--- config.mk ---
export PLATFORM = sky130hd
export DESIGN_NAME = mem_arbiter
export DESIGN_NICKNAME = d
export VERILOG_FILES = /design/src/rtl/mem_arbiter_pkg.sv /design/src/rtl/mem_arbiter.sv
export SDC_FILE = /design/constraint.sdc
export NUM_CORES = 1
export LEC_CHECK = 0
export ABC_AREA = 1
export CORE_MARGIN = 2
export CORE_UTILIZATION = 26
export DETAILED_ROUTE_END_ITERATION = 16
export SLEW_MARGIN = 20
export SYNTH_ARGS = -nofsm -noshare
export SYNTH_HDL_FRONTEND = slang
export SYNTH_SLANG_ARGS = --single-unit
--- constraint.sdc ---
create_clock -name clk -period 16.41 [get_ports clk]
set_clock_uncertainty 0.15 [all_clocks]
set_input_delay 4.923 -clock clk [delete_from_list [all_inputs] [get_ports clk]]
set_output_delay 4.923 -clock clk [all_outputs]
set_load 0.01 [all_outputs]
--- src/rtl/mem_arbiter_pkg.sv ---
// Shared widths, size codes, state encodings and defaults for the byte-serial
// main-memory arbiter.
package mem_arbiter_pkg;

    localparam int ADDR_W_DEFAULT = 32;
    localparam int WORD_W         = 32;

    localparam logic [1:0] IO_SEL_DEFAULT = 2'b11;

    localparam logic [1:0] SZ_B = 2'd0;
    localparam logic [1:0] SZ_H = 2'd1;
    localparam logic [1:0] SZ_W = 2'd2;

    localparam logic [1:0] ST_IDLE  = 2'd0;
    localparam logic [1:0] ST_IC_RD = 2'd1;
    localparam logic [1:0] ST_LS_RD = 2'd2;
    localparam logic [1:0] ST_LS_WR = 2'd3;

    localparam logic GRANT_IC = 1'b0;
    localparam logic GRANT_LS = 1'b1;

    // Index of the final byte of an LS transfer; the illegal code 3 behaves as a word.
    function automatic logic [1:0] size_last_idx(input logic [1:0] size);
        case (size)
            SZ_B:    return 2'd0;
            SZ_H:    return 2'd1;
            SZ_W:    return 2'd3;
            default: return 2'd3;
        endcase
    endfunction

endpackage

--- src/rtl/mem_arbiter.sv ---
// Round-robin arbiter sharing the byte-wide memory port between Icache refills
// and the load/store path; transfers are sequenced one byte per cycle, little-endian.
module mem_arbiter
    import mem_arbiter_pkg::*;
#(
    parameter logic [1:0] IO_SEL = IO_SEL_DEFAULT,
    parameter int         ADDR_W = ADDR_W_DEFAULT
) (
    input  logic              clk,
    input  logic              rst,
    input  logic              rdy,
    input  logic              ic_req,
    input  logic [ADDR_W-1:0] ic_addr,
    output logic              ic_done,
    output logic [WORD_W-1:0] ic_data,
    input  logic              ls_req,
    input  logic              ls_we,
    input  logic [1:0]        ls_size,
    input  logic [ADDR_W-1:0] ls_addr,
    input  logic [WORD_W-1:0] ls_wdata,
    output logic              ls_done,
    output logic [WORD_W-1:0] ls_rdata,
    input  logic [7:0]        mem_din,
    output logic [7:0]        mem_dout,
    output logic [ADDR_W-1:0] mem_a,
    output logic              mem_wr,
    input  logic              io_buffer_full,
    output logic [1:0]        dbg_state
);

    logic [1:0]        state_q,      state_d;
    logic [1:0]        cnt_q,        cnt_d;
    logic [1:0]        last_idx_q,   last_idx_d;
    logic [ADDR_W-1:0] base_q,       base_d;
    logic [WORD_W-1:0] wdata_q,      wdata_d;
    logic [WORD_W-1:0] buf_q,        buf_d;
    logic              last_grant_q, last_grant_d;
    logic [ADDR_W-1:0] mem_a_q,      mem_a_d;
    logic [7:0]        mem_dout_q,   mem_dout_d;
    logic              mem_wr_q,     mem_wr_d;
    logic              ic_done_q,    ic_done_d;
    logic              ls_done_q,    ls_done_d;
    logic [WORD_W-1:0] ic_data_q,    ic_data_d;
    logic [WORD_W-1:0] ls_rdata_q,   ls_rdata_d;

    logic              ic_elig;
    logic              ls_elig;
    logic              grant_ic;
    logic              grant_ls;
    logic [1:0]        cnt_nxt;
    logic [WORD_W-1:0] buf_asm;

    // An IO store cannot start while the IO buffer is full; IC may use the port meanwhile.
    always_comb begin
        ic_elig  = ic_req;
        ls_elig  = ls_req && !(ls_we && (ls_addr[17:16] == IO_SEL) && io_buffer_full);
        grant_ls = ls_elig && (!ic_elig || (last_grant_q == GRANT_IC));
        grant_ic = ic_elig && !grant_ls;
    end

    always_comb begin
        cnt_nxt = cnt_q + 2'd1;
        buf_asm = buf_q;
        buf_asm[{cnt_q, 3'b000} +: 8] = mem_din;
    end

    always_comb begin
        state_d      = state_q;
        cnt_d        = cnt_q;
        last_idx_d   = last_idx_q;
        base_d       = base_q;
        wdata_d      = wdata_q;
        buf_d        = buf_q;
        last_grant_d = last_grant_q;
        mem_a_d      = mem_a_q;
        mem_dout_d   = mem_dout_q;
        mem_wr_d     = mem_wr_q;
        ic_done_d    = 1'b0;
        ls_done_d    = 1'b0;
        ic_data_d    = ic_data_q;
        ls_rdata_d   = ls_rdata_q;

        if (!rdy) begin
            // Frozen cycle: the byte on the bus is not committed and is replayed later.
            mem_wr_d = 1'b0;
        end else begin
            case (state_q)
                ST_IDLE: begin
                    if (grant_ic) begin
                        state_d      = ST_IC_RD;
                        last_grant_d = GRANT_IC;
                        base_d       = ic_addr;
                        last_idx_d   = 2'd3;
                        cnt_d        = 2'd0;
                        buf_d        = '0;
                        mem_a_d      = ic_addr;
                        mem_wr_d     = 1'b0;
                    end else if (grant_ls) begin
                        state_d      = ls_we ? ST_LS_WR : ST_LS_RD;
                        last_grant_d = GRANT_LS;
                        base_d       = ls_addr;
                        wdata_d      = ls_wdata;
                        last_idx_d   = size_last_idx(ls_size);
                        cnt_d        = 2'd0;
                        buf_d        = '0;
                        mem_a_d      = ls_addr;
                        mem_dout_d   = ls_wdata[7:0];
                        mem_wr_d     = ls_we;
                    end
                end
                ST_IC_RD, ST_LS_RD: begin
                    if ((state_q == ST_IC_RD) && !ic_req) begin
                        state_d = ST_IDLE;
                    end else begin
                        buf_d = buf_asm;
                        if (cnt_q == last_idx_q) begin
                            state_d = ST_IDLE;
                            if (state_q == ST_IC_RD) begin
                                ic_done_d = 1'b1;
                                ic_data_d = buf_asm;
                            end else begin
                                ls_done_d  = 1'b1;
                                ls_rdata_d = buf_asm;
                            end
                        end else begin
                            cnt_d   = cnt_nxt;
                            mem_a_d = base_q + ADDR_W'(cnt_nxt);
                        end
                    end
                end
                ST_LS_WR: begin
                    if (!mem_wr_q) begin
                        mem_wr_d = 1'b1;
                    end else if (cnt_q == last_idx_q) begin
                        mem_wr_d  = 1'b0;
                        ls_done_d = 1'b1;
                        state_d   = ST_IDLE;
                    end else begin
                        cnt_d      = cnt_nxt;
                        mem_a_d    = base_q + ADDR_W'(cnt_nxt);
                        mem_dout_d = wdata_q[{cnt_nxt, 3'b000} +: 8];
                    end
                end
                default: begin
                    state_d  = ST_IDLE;
                    mem_wr_d = 1'b0;
                end
            endcase
        end
    end

    always_ff @(posedge clk or posedge rst) begin
        if (rst) begin
            state_q      <= ST_IDLE;
            cnt_q        <= '0;
            last_idx_q   <= '0;
            base_q       <= '0;
            wdata_q      <= '0;
            buf_q        <= '0;
            last_grant_q <= GRANT_IC;
            mem_a_q      <= '0;
            mem_dout_q   <= '0;
            mem_wr_q     <= 1'b0;
            ic_done_q    <= 1'b0;
            ls_done_q    <= 1'b0;
            ic_data_q    <= '0;
            ls_rdata_q   <= '0;
        end else begin
            state_q      <= state_d;
            cnt_q        <= cnt_d;
            last_idx_q   <= last_idx_d;
            base_q       <= base_d;
            wdata_q      <= wdata_d;
            buf_q        <= buf_d;
            last_grant_q <= last_grant_d;
            mem_a_q      <= mem_a_d;
            mem_dout_q   <= mem_dout_d;
            mem_wr_q     <= mem_wr_d;
            ic_done_q    <= ic_done_d;
            ls_done_q    <= ls_done_d;
            ic_data_q    <= ic_data_d;
            ls_rdata_q   <= ls_rdata_d;
        end
    end

    assign ic_done   = ic_done_q;
    assign ic_data   = ic_data_q;
    assign ls_done   = ls_done_q;
    assign ls_rdata  = ls_rdata_q;
    assign mem_a     = mem_a_q;
    assign mem_dout  = mem_dout_q;
    assign mem_wr    = mem_wr_q;
    assign dbg_state = state_q;

endmodule

### Word-level counts from Yosys, hierarchy flattened

Cells that the tools add are included.

* register bits after elaboration: 210
* input port bits: 113
* output and inout port bits: 109
* logic and storage cells: 115

* $add $sub $neg: 3
* eq/ne operators: 14
* shift operators: 3
* mux-type cells: 52
* bitwise operators: 4
* reductions and logical operators: 25

Operator list (count)
* $mux W32: 8
* $pmux W32 S3: 1
* $pmux W32 S2: 1
* $add A32 B2 Y32: 1
* $bwmux W32: 1
* $mux W8: 4
* $shift A8 B7 Y32 const A: 1
* $shiftx A32 B6 Y8: 1
* $shiftx A8 B7 Y32: 1
* $mux W2: 12
* $mux W1: 19
* $pmux W8 S2: 1
* $pmux W2 S3: 2
* $reduce_and A4 Y1: 3
* $ne A2 B2 Y1 const B: 5
* $reduce_and A5 Y1: 2
* $neg A5 Y7: 1
* $eq A2 B2 Y1 const B: 3
* $logic_and A1 B1 Y1: 6
* $reduce_and A3 Y1: 2
* $reduce_and A6 Y1: 1
* $reduce_bool A2 Y1: 3
* $eq A2 B1 Y1 const B: 2
* $logic_not A2 Y1: 2
* 12 further kinds: 18

### Logic depth before layout (Yosys ltp)

Gate-level depths: netlist of run 1.

* word-level depth: 11
* depth in mapped cells: 15
* gate-level depth less buffers: 12

### Least setup slack after synthesis of run 1

Ideal clock, no wire load.

* path kind: input to register
* start point: in ic_req
* end point: reg wdata_q[22]
* setup time: 0.117 ns
* arrival time: 5.864 ns
* data required time: 16.143 ns
* setup slack: 10.279 ns
* cell stages on the path: 8
* buffers on the path: 2
* cells stage by stage: buf_4 > nand2_1 > nand3_2 > nor2_4 > inv_2 > clkbuf_1 > nand2_1 > nand2_1

* cells in the longest elaborated chain, start to end: 7

RTL lines
* start, declared: line mem_arbiter.sv:12 `input logic ic_req,`
* $logic_not A1 Y1: line mem_arbiter.sv:57 `grant_ls = ls_elig && (!ic_elig || (last_grant_q == GRANT_IC));`
* $logic_or A1 B1 Y1: line mem_arbiter.sv:57
* $logic_and A1 B1 Y1: line mem_arbiter.sv:57
* $logic_not A1 Y1: line mem_arbiter.sv:58 `grant_ic = ic_elig && !grant_ls;`
* $logic_and A1 B1 Y1: line mem_arbiter.sv:58
* $not A1 Y1 (no source line)
* $reduce_and A4 Y1 (no source line) (*)
* end signal, assigned: line mem_arbiter.sv:173 `wdata_q <= wdata_d;`
* end, declared: line mem_arbiter.sv:35 `logic [WORD_W-1:0] wdata_q, wdata_d;`

Every way passes the cells marked *; elsewhere a longest branch is shown, timed or not.
A chain may end at the register's enable or synchronous reset.

### Worst setup path in the final report of run 1

* start point: in ic_req
* end point: reg wdata_q[4]

The elaborated chain is that of the path after synthesis.

==> results of run 1 <==
[kinds of logic (layout without fill, tap and decap cells)]
family	after synthesis	after routing	synth area share, %
AOI/OAI and AO/OA	197	197	10.0
xor gates and xnor gates	5	5	0.480
adders and majority gates	12	12	1.47
buffers and inverters	234	441	9.15
DFF	210	210	49.2
muxes	1	1	0.0936
and+or+nand+nor	760	760	29.6
[layout by cell type, fill, tap and decap left out, drive strengths merged, types with 32 or more instances in the layout]
master	count
nand3	172
clkdlybuf4s50	221
o21ai	126
nor2	84
a31oi	32
o22ai	35
dfrtp	210
clkbuf	37
nand2	484
inv	161
[layout make-up]
class / instances / area, um^2 / share of cell area, %
multi-input combinational: 975 / 4480 / 31.5
inverter: 162 / 616 / 4.32
clock inverter: 10 / 184 / 1.29
sequential: 210 / 5260 / 36.9
timing repair buffer: 232 / 2310 / 16.3
tap: 532 / 666 / 4.67
clock buffer: 37 / 722 / 5.07
[worst max path at each step]
stage	end	slack (ns)	depth (start not counted)
2_1_floorplan	base_q[0]	5.60	1
3_3_place_gp	last_idx_q[1]	8.15	8
3_5_place_dp	last_idx_q[1]	8.07	8
4_1_cts	last_idx_q[1]	8.67	8
5_1_grt	wdata_q[4]	8.30	7
6_report	wdata_q[4]	8.62	7
[power by group through the flow]
stage / Sequential [mW] / Clock [mW] / Combinational (mW)
final: 0.868 / 0.610 / 1.08
after global routing: 0.896 / 0.651 / 1.21
after CTS: 0.870 / 0.628 / 1.09
after detailed placement: 0.876 / 0 / 1.09
after global placement: 0.874 / 0 / 1.07
after floorplan: 0.889 / 0 / 0.609
[metal layers]
layer	wire (um)	track usage [%]
met4	752	4.58
met3	1870	2.35
met5	0	0
met2	15300	24.8
met1	16200	22.8
[registers in the layout (all words and copies together), names as in the netlist, 8 cells and up]
register / flops
ic_data: 32
mem_a: 32
base_q: 32
ls_rdata: 32
wdata_q: 32
mem_dout: 8
buf_q: 32
[worst min-delay path, cell delays in order, from the launching register on]
cell	delay, ns
dfrtp_1	0.34
nand2_1	0.05
nand2_1	0.04
[stage by stage]
| stage | util [%] | worst slack [ns] | instances |
|---|---|---|---|
| after floorplan | - | 5.60 | 1419 |
| after global placement | 32.6 | 8.15 | 2110 |
| after detailed placement | 32.6 | 8.07 | 2110 |
| after CTS | 34.9 | 8.67 | 2157 |
| after global routing | 35.0 | 8.30 | 2158 |
| final | 35.0 | 8.62 | 2158 |
==> results.ini, run 1 <==
[critical_path]
path_buf_inv=3
start_kind=input pin
slowest_delay_ns=0.78
cp_data_required_time_ns=16.71
crit_path_cell_trace=clkdlybuf4s50_1 -> buf_4 -> nand2_1 -> nand3_2 -> nor2_4 -> inv_2 -> o21ai_0
slowest_stage=nor2_4
reg2reg_depth=13
startpoint=ic_req
worstPathMaxFanout=43
arrival_ns=8.08
crit_type=in2reg
timing.rr.start=cnt_q[0]
critPathCaptureType=register
rrSetupSlack_ns=12.43
cp_top_family=simple AND/OR/NAND/NOR gates
r2r-end=mem_a[30]

[logic_synthesis]
synth_area_leader_cell=dfrtp_1
synth-main-ff-cell=dfrtp_1
synth_top_area_share_pct=49.2
synth.net_count=1544
ys_types=34
synth-seq-cells=210
ys_seq_area_share_pct=49.2
synth_area_mm2=0.0107
yosysMostFrequentCell=nand2_1
ys_top_cells_by_count=nand2_1, dfrtp_1, nand3_1
yosys_warnings=0
synthTopCellsByArea=dfrtp_1, nand2_1, nand3_1
syn_avg_cell_area_um2=7.53
synth_edf_count=0
async_flop_share_pct=100
synth_cells=1419

[clock_network]
numCtsBuffers=26
numClockSinks=210
cts_hold_buf=0
cts_tree=built
cts_setup_buffers=0
post_cts_resized=0
cts_root_buffer=clkbuf_16
cts_buffer_depth=3
clk_pin_slew_ns=0.06
htreeDepth=1
clk_latency_ns=0.56

[min_path]
min_from=wdata_q[22]
hold-path-cell-count=2
min_to=wdata_q[22]
hold_path_class=reg2reg

[pwr]
power.switching_mw=1.03
leakage_nw=6.44
peakVddDrop_mv=0.110
p_total_mw=2.56
netSwitchingFraction_pct=40.2
p_per_area_mw_per_mm2=180
combPwrFrac_pct=42.2
clkPwrFrac_pct=23.9
sequentialPowerShare_pct=34.0
p_int_mw=1.53

[placed_design]
portBuffers=221
place_congestion=0.853
place_area_mm2=0.0133
dp_hpwl_um=23900

[grt]
grt_start_max_net_pins=137
grt-ovfl-total=0
grt.total_usage_pct=15.9
grt_pass1_vias=9478
antenna_found_initial=0
grt_pass1_wl_um=53100

[timing]
timing.fmax_mhz=128
hold_violations=0
setup-tns-final_ns=0
rsz0062_at_grt=false
drv_slew=0
worstMarginPinSlew_ns=0.987
layout_min_cycle_time_ns=7.79
finalSetupViolations=0
holdWs_ns=0.319
finalCritPeriodShare_pct=47.4
timing.slew.headroom_pct=34.1

[floorplan]
io_pins=222
die_x_um=207
die-area_mm2=0.0427
core_mm2=0.0407
initial_core_util_pct=26.2
die_h_um=207
rows=74

[route]
routed_wl_um=34100
drt-initial-drc-count=684
avgViaCountPerCell=4.63
first_pass_iters=5
postRouteAntennaNets=0
drc=0
drt-wirelength-per-cell_um=15.8
num_vias=10000

[flow_run]
drv_cap=0

[cells_and_area]
diodes=0
finalInstanceArea_mm2=0.0142
n_fill_cell=4319
syn_to_final_growth_pct=33.2
fin_nets=1732
drive_above_1_share_pct=4.49

[outcome]
status=completed

Power figures use the tool's default switching activity.
==> inputs of run 2 (changes only) <==
==> constraint.sdc (replaced) <==
create_clock -name clk -period 7 [get_ports clk]
set_clock_uncertainty 0.15 [all_clocks]
set_input_delay 2.1 -clock clk [delete_from_list [all_inputs] [get_ports clk]]
set_output_delay 2.1 -clock clk [all_outputs]
set_load 0.01 [all_outputs]
==> results.ini, run 2 (synthesized netlist as in run 1, its figures left out) <==
[clock_network]
numCtsBuffers=26
cts_setup_buffers=0
cts_root_buffer=clkbuf_16
numClockSinks=210
cts_tree=built
htreeDepth=1
clk_latency_ns=0.55
cts_buffer_depth=3
clk_pin_slew_ns=0.06
post_cts_resized=0
cts_hold_buf=0

[placed_design]
dp_hpwl_um=24400
place_ws_ns=1.83
place_congestion=0.855
portBuffers=221

[critical_path]
start_kind=input pin
reg2reg_depth=7
cp_top_family=buffers and inverters
crit_path_cell_trace=clkdlybuf4s50_1 -> inv_2 -> nand3_1 -> nand3_1 -> nor2_4 -> inv_2 -> nand2_1 -> nand2_1
cp_data_required_time_ns=7.29
r2r-end=buf_q[28]
slowest_delay_ns=0.81
slowest_stage=clkdlybuf4s50_1
worstPathMaxFanout=35
path_buf_inv=3
timing.rr.start=cnt_q[0]
rrSetupSlack_ns=3.31
crit_type=in2reg
arrival_ns=4.96
critPathCaptureType=register

[min_path]
min_from=wdata_q[23]
min_to=wdata_q[23]
hold-path-cell-count=2
hold_path_class=reg2reg

[floorplan]
initial_core_util_pct=26.2
die_h_um=207
core_mm2=0.0407
die_x_um=207
die-area_mm2=0.0427
rows=74
io_pins=222

[cells_and_area]
fin_nets=1732
drive_above_1_share_pct=4.73
layout_commonest_cell=nand2_1
syn_to_final_growth_pct=32.6
mostFrequentLayoutCells=nand2_1, clkdlybuf4s50_1, dfrtp_1

[pwr]
netSwitchingFraction_pct=41.0
clkPwrFrac_pct=22.7
leakage_nw=6.40
peakVddDrop_mv=0.212
p_int_mw=3.48
power.switching_mw=2.42
combPwrFrac_pct=42.8
p_per_area_mw_per_mm2=417
sequentialPowerShare_pct=34.5

[outcome]
status=completed

[timing]
worst_slack_ns=2.32
drv_slew=0
rsz0062_at_grt=false
timing.fmax_mhz=214
setup-tns-final_ns=0
timing.slew.headroom_pct=37.3
layout_min_cycle_time_ns=4.68
worstMarginPinSlew_ns=0.939
finalCritPeriodShare_pct=66.8
finalSetupViolations=0
hold_violations=0

[route]
drt-initial-drc-count=611
routed_wl_um=34500
drc=0
first_pass_iters=5
drt-wirelength-per-cell_um=16.0
postRouteAntennaNets=0
avgViaCountPerCell=4.64
num_vias=10000

[grt]
grt_pass1_vias=9843
grt_pass1_wl_um=54400
grt.total_usage_pct=16.1
grt_start_max_net_pins=114
grt-ovfl-total=0
antenna_found_initial=3

[flow_run]
drv_cap=0

==> run 2: area by class of cell <==
| class | count | area (um^2) |
|---|---|---|
| inverters | 162 | 612 |
| fillers | 4308 | 26600 |
| multi-input cells | 975 | 4480 |
| flip-flops and latches | 210 | 5260 |
| repair buffers | 232 | 2310 |
| clock buffers | 35 | 724 |
| well taps | 532 | 666 |
| clock inverters | 13 | 120 |
| diodes | 3 | 7.51 |
==> run 2: per-stage QoR <==
stage | std cells | power, mW | hold slack (ns) | cell area (um^2) | utilization [%]
CTS | 2159 | 5.98 | 0.326 | 14200 | 34.8
global route | 2161 | 6.39 | 0.339 | 14200 | 34.8
finish | 2162 | 5.91 | 0.321 | 14200 | 34.8
global placement | 2111 | 4.57 | 0.303 | 13300 | 32.7
floorplan | 1419 | 3.51 | 0.292 | 10700 | -
detailed placement | 2111 | 4.60 | 0.311 | 13300 | 32.7
==> run 2: worst reg2reg max path: cells and delay by family (launching register included) <==
family | cells | cell delay [ns]
buffers and inverters | 2 | 1.24
AOI/OAI and AO/OA | 2 | 0.72
and+or+nand+nor | 2 | 0.51
DFF | 1 | 0.37
adders and majority gates | 1 | 0.62
==> run 2: how the worst max path moves through the flow <==
stage          startpoint        end  slack [ns]  depth (start not counted)
2_1_floorplan         rst  base_q[0]        2.02                          1
3_3_place_gp       ic_req  mem_a[17]        1.93                          8
3_5_place_dp       ic_req  mem_a[29]        1.83                          8
4_1_cts            ic_req  mem_a[10]        2.41                          8
5_1_grt            ic_req  mem_a[10]        2.12                          8
6_report           ic_req  mem_a[20]        2.32                          8
==> run 2: power by group through the flow <==
stage | clock network (mW) | registers [mW] | logic [mW]
5_1_grt | 1.43 | 2.10 | 2.85
4_1_cts | 1.38 | 2.04 | 2.56
3_3_place_gp | 0 | 2.05 | 2.51
6_report | 1.34 | 2.04 | 2.53
3_5_place_dp | 0 | 2.06 | 2.55
2_1_floorplan | 0 | 2.08 | 1.43
==> run 2: metal layers <==
layer | vias to the layer above | wire, um | GRT usage [%]
met5 | - | 13 | 0
met4 | 2 | 856 | 5.04
met3 | 47 | 2160 | 2.67
met2 | 321 | 15400 | 25.3
met1 | 4736 | 16000 | 22.7
li1 | 4926 | - | -
==> inputs of run 3 (changes only) <==
==> constraint.sdc (replaced) <==
create_clock -name clk -period 4.6 [get_ports clk]
set_clock_uncertainty 0.15 [all_clocks]
set_input_delay 1.38 -clock clk [delete_from_list [all_inputs] [get_ports clk]]
set_output_delay 1.38 -clock clk [all_outputs]
set_load 0.01 [all_outputs]
==> results.ini, run 3 (synthesized netlist as in run 1, its figures left out) <==
[placed_design]
dp_cells=2118
place_congestion=0.899
dp_hpwl_um=24800
portBuffers=221
place_area_mm2=0.0134
place_ws_ns=0.791

[cells_and_area]
ff_latch_area_mm2=0.00526
n_fill_cell=4323
mostFrequentLayoutCells=nand2_1, clkdlybuf4s50_1, dfrtp_1
multi_input_area_mm2=0.00448
diodes=0
fin_nets=1738
finalInstanceArea_mm2=0.0143
syn_to_final_growth_pct=33.7
layout_commonest_cell=nand2_1
drive_above_1_share_pct=5.09
stdcell_count=2164
utilization_pct=35.1

[timing]
holdWs_ns=0.323
finalSetupViolations=0
rsz0062_at_grt=false
timing.fmax_mhz=277
drv_slew=0
setup-tns-final_ns=0
finalCritPeriodShare_pct=78.6
worstMarginPinSlew_ns=0.765
layout_min_cycle_time_ns=3.62
worst_slack_ns=0.984
timing.slew.headroom_pct=48.8
hold_violations=0

[clock_network]
cts_root_buffer=clkbuf_16
clk_pin_slew_ns=0.06
cts_hold_buf=0
numCtsBuffers=25
numClockSinks=210
post_cts_resized=0
clk_latency_ns=0.55
cts_setup_buffers=0
cts_buffer_depth=3
htreeDepth=1
cts_tree=built

[outcome]
status=completed

[critical_path]
crit_path_cell_trace=buf_4 -> inv_1 -> buf_4 -> ha_1 -> fa_1 -> nand3_1 -> inv_1 -> nand2_1 -> nor2_1 -> nand2_1 -> nand2_1 -> nand3_1 -> nand3_1 -> nand2_1
crit_type=reg2reg
crit_path_frequent_cell=nand2_1
critPathCaptureType=register
worstPathMaxFanout=28
cp_top_family=simple AND/OR/NAND/NOR gates
cp_data_required_time_ns=4.89
slowest_delay_ns=0.74
arrival_ns=3.90
start_kind=register
slowest_stage=ha_1
path_buf_inv=4

[route]
drc=0
drt-wirelength-per-cell_um=15.9
avgViaCountPerCell=4.66
postRouteAntennaNets=0
drt-initial-drc-count=782
num_vias=10100
routed_wl_um=34500
first_pass_iters=5

[pwr]
combPwrFrac_pct=42.6
p_int_mw=5.45
p_per_area_mw_per_mm2=639
leakage_nw=6.48
netSwitchingFraction_pct=40.3
power.switching_mw=3.68
clkPwrFrac_pct=23.4
sequentialPowerShare_pct=34.0
peakVddDrop_mv=0.253
p_total_mw=9.13

[floorplan]
die-area_mm2=0.0427
initial_core_util_pct=26.2
rows=74
die_h_um=207
die_x_um=207
io_pins=222
core_mm2=0.0407

[grt]
antenna_found_initial=0
grt-ovfl-total=0
grt_pass1_wl_um=54900
grt.total_usage_pct=16.2
grt_pass1_vias=9891
grt_start_max_net_pins=66

[min_path]
hold_path_class=reg2reg

[flow_run]
drv_cap=0

run 3: cell count changes in the layout (fill, tap and decap cells not counted), sizes merged:
cell      delta
clkbuf       +1
bufinv       +2
clkinv       +1
diode        -3
buf          +7
clkinvlp     -6
run 3: power groups by stage:
stage,clock network [mW],registers (mW),logic (mW)
after floorplan,0,3.17,2.17
after global placement,0,3.13,3.85
after detailed placement,0,3.14,3.91
final,2.13,3.11,3.88
after global routing,2.27,3.21,4.38
after CTS,2.19,3.11,3.92
run 3: area by class of cell:
cell class	count	area share (%)
well taps	532	4.66
clock inverters	10	1.03
inverters	162	4.28
clock buffers	36	5.16
repair buffers	239	16.8
multi-input cells	975	31.3
flip-flops and latches	210	36.8
run 3: layer usage:
metal	up-vias	wire, um	GRT usage [%]
met2	352	15300	25.0
met1	4745	16100	23.4
met5	-	0	0
met4	0	866	4.91
met3	53	2180	2.56
li1	4940	-	-
run 3: final timing paths:
| kind | cells past startpoint | end | slack [ns] | startpoint |
|---|---|---|---|---|
| setup / recovery | 14 | mem_a[30] | 0.98 | cnt_q[0] |
| hold / removal | 2 | wdata_q[27] | 0.32 | wdata_q[27] |
| setup reg to reg | 14 | mem_a[30] | 0.98 | cnt_q[0] |
| hold reg to reg | 2 | wdata_q[27] | 0.32 | wdata_q[27] |
| max in group asynchronous | 3 | base_q[12] | 2.41 | rst |
| min in group asynchronous | 2 | ls_rdata[28] | 1.12 | rst |
run 3: tightest hold or removal path: stages (launching register included):
cell	delay [ns]
dfrtp_1	0.34
nand2_1	0.05
nand2_1	0.05
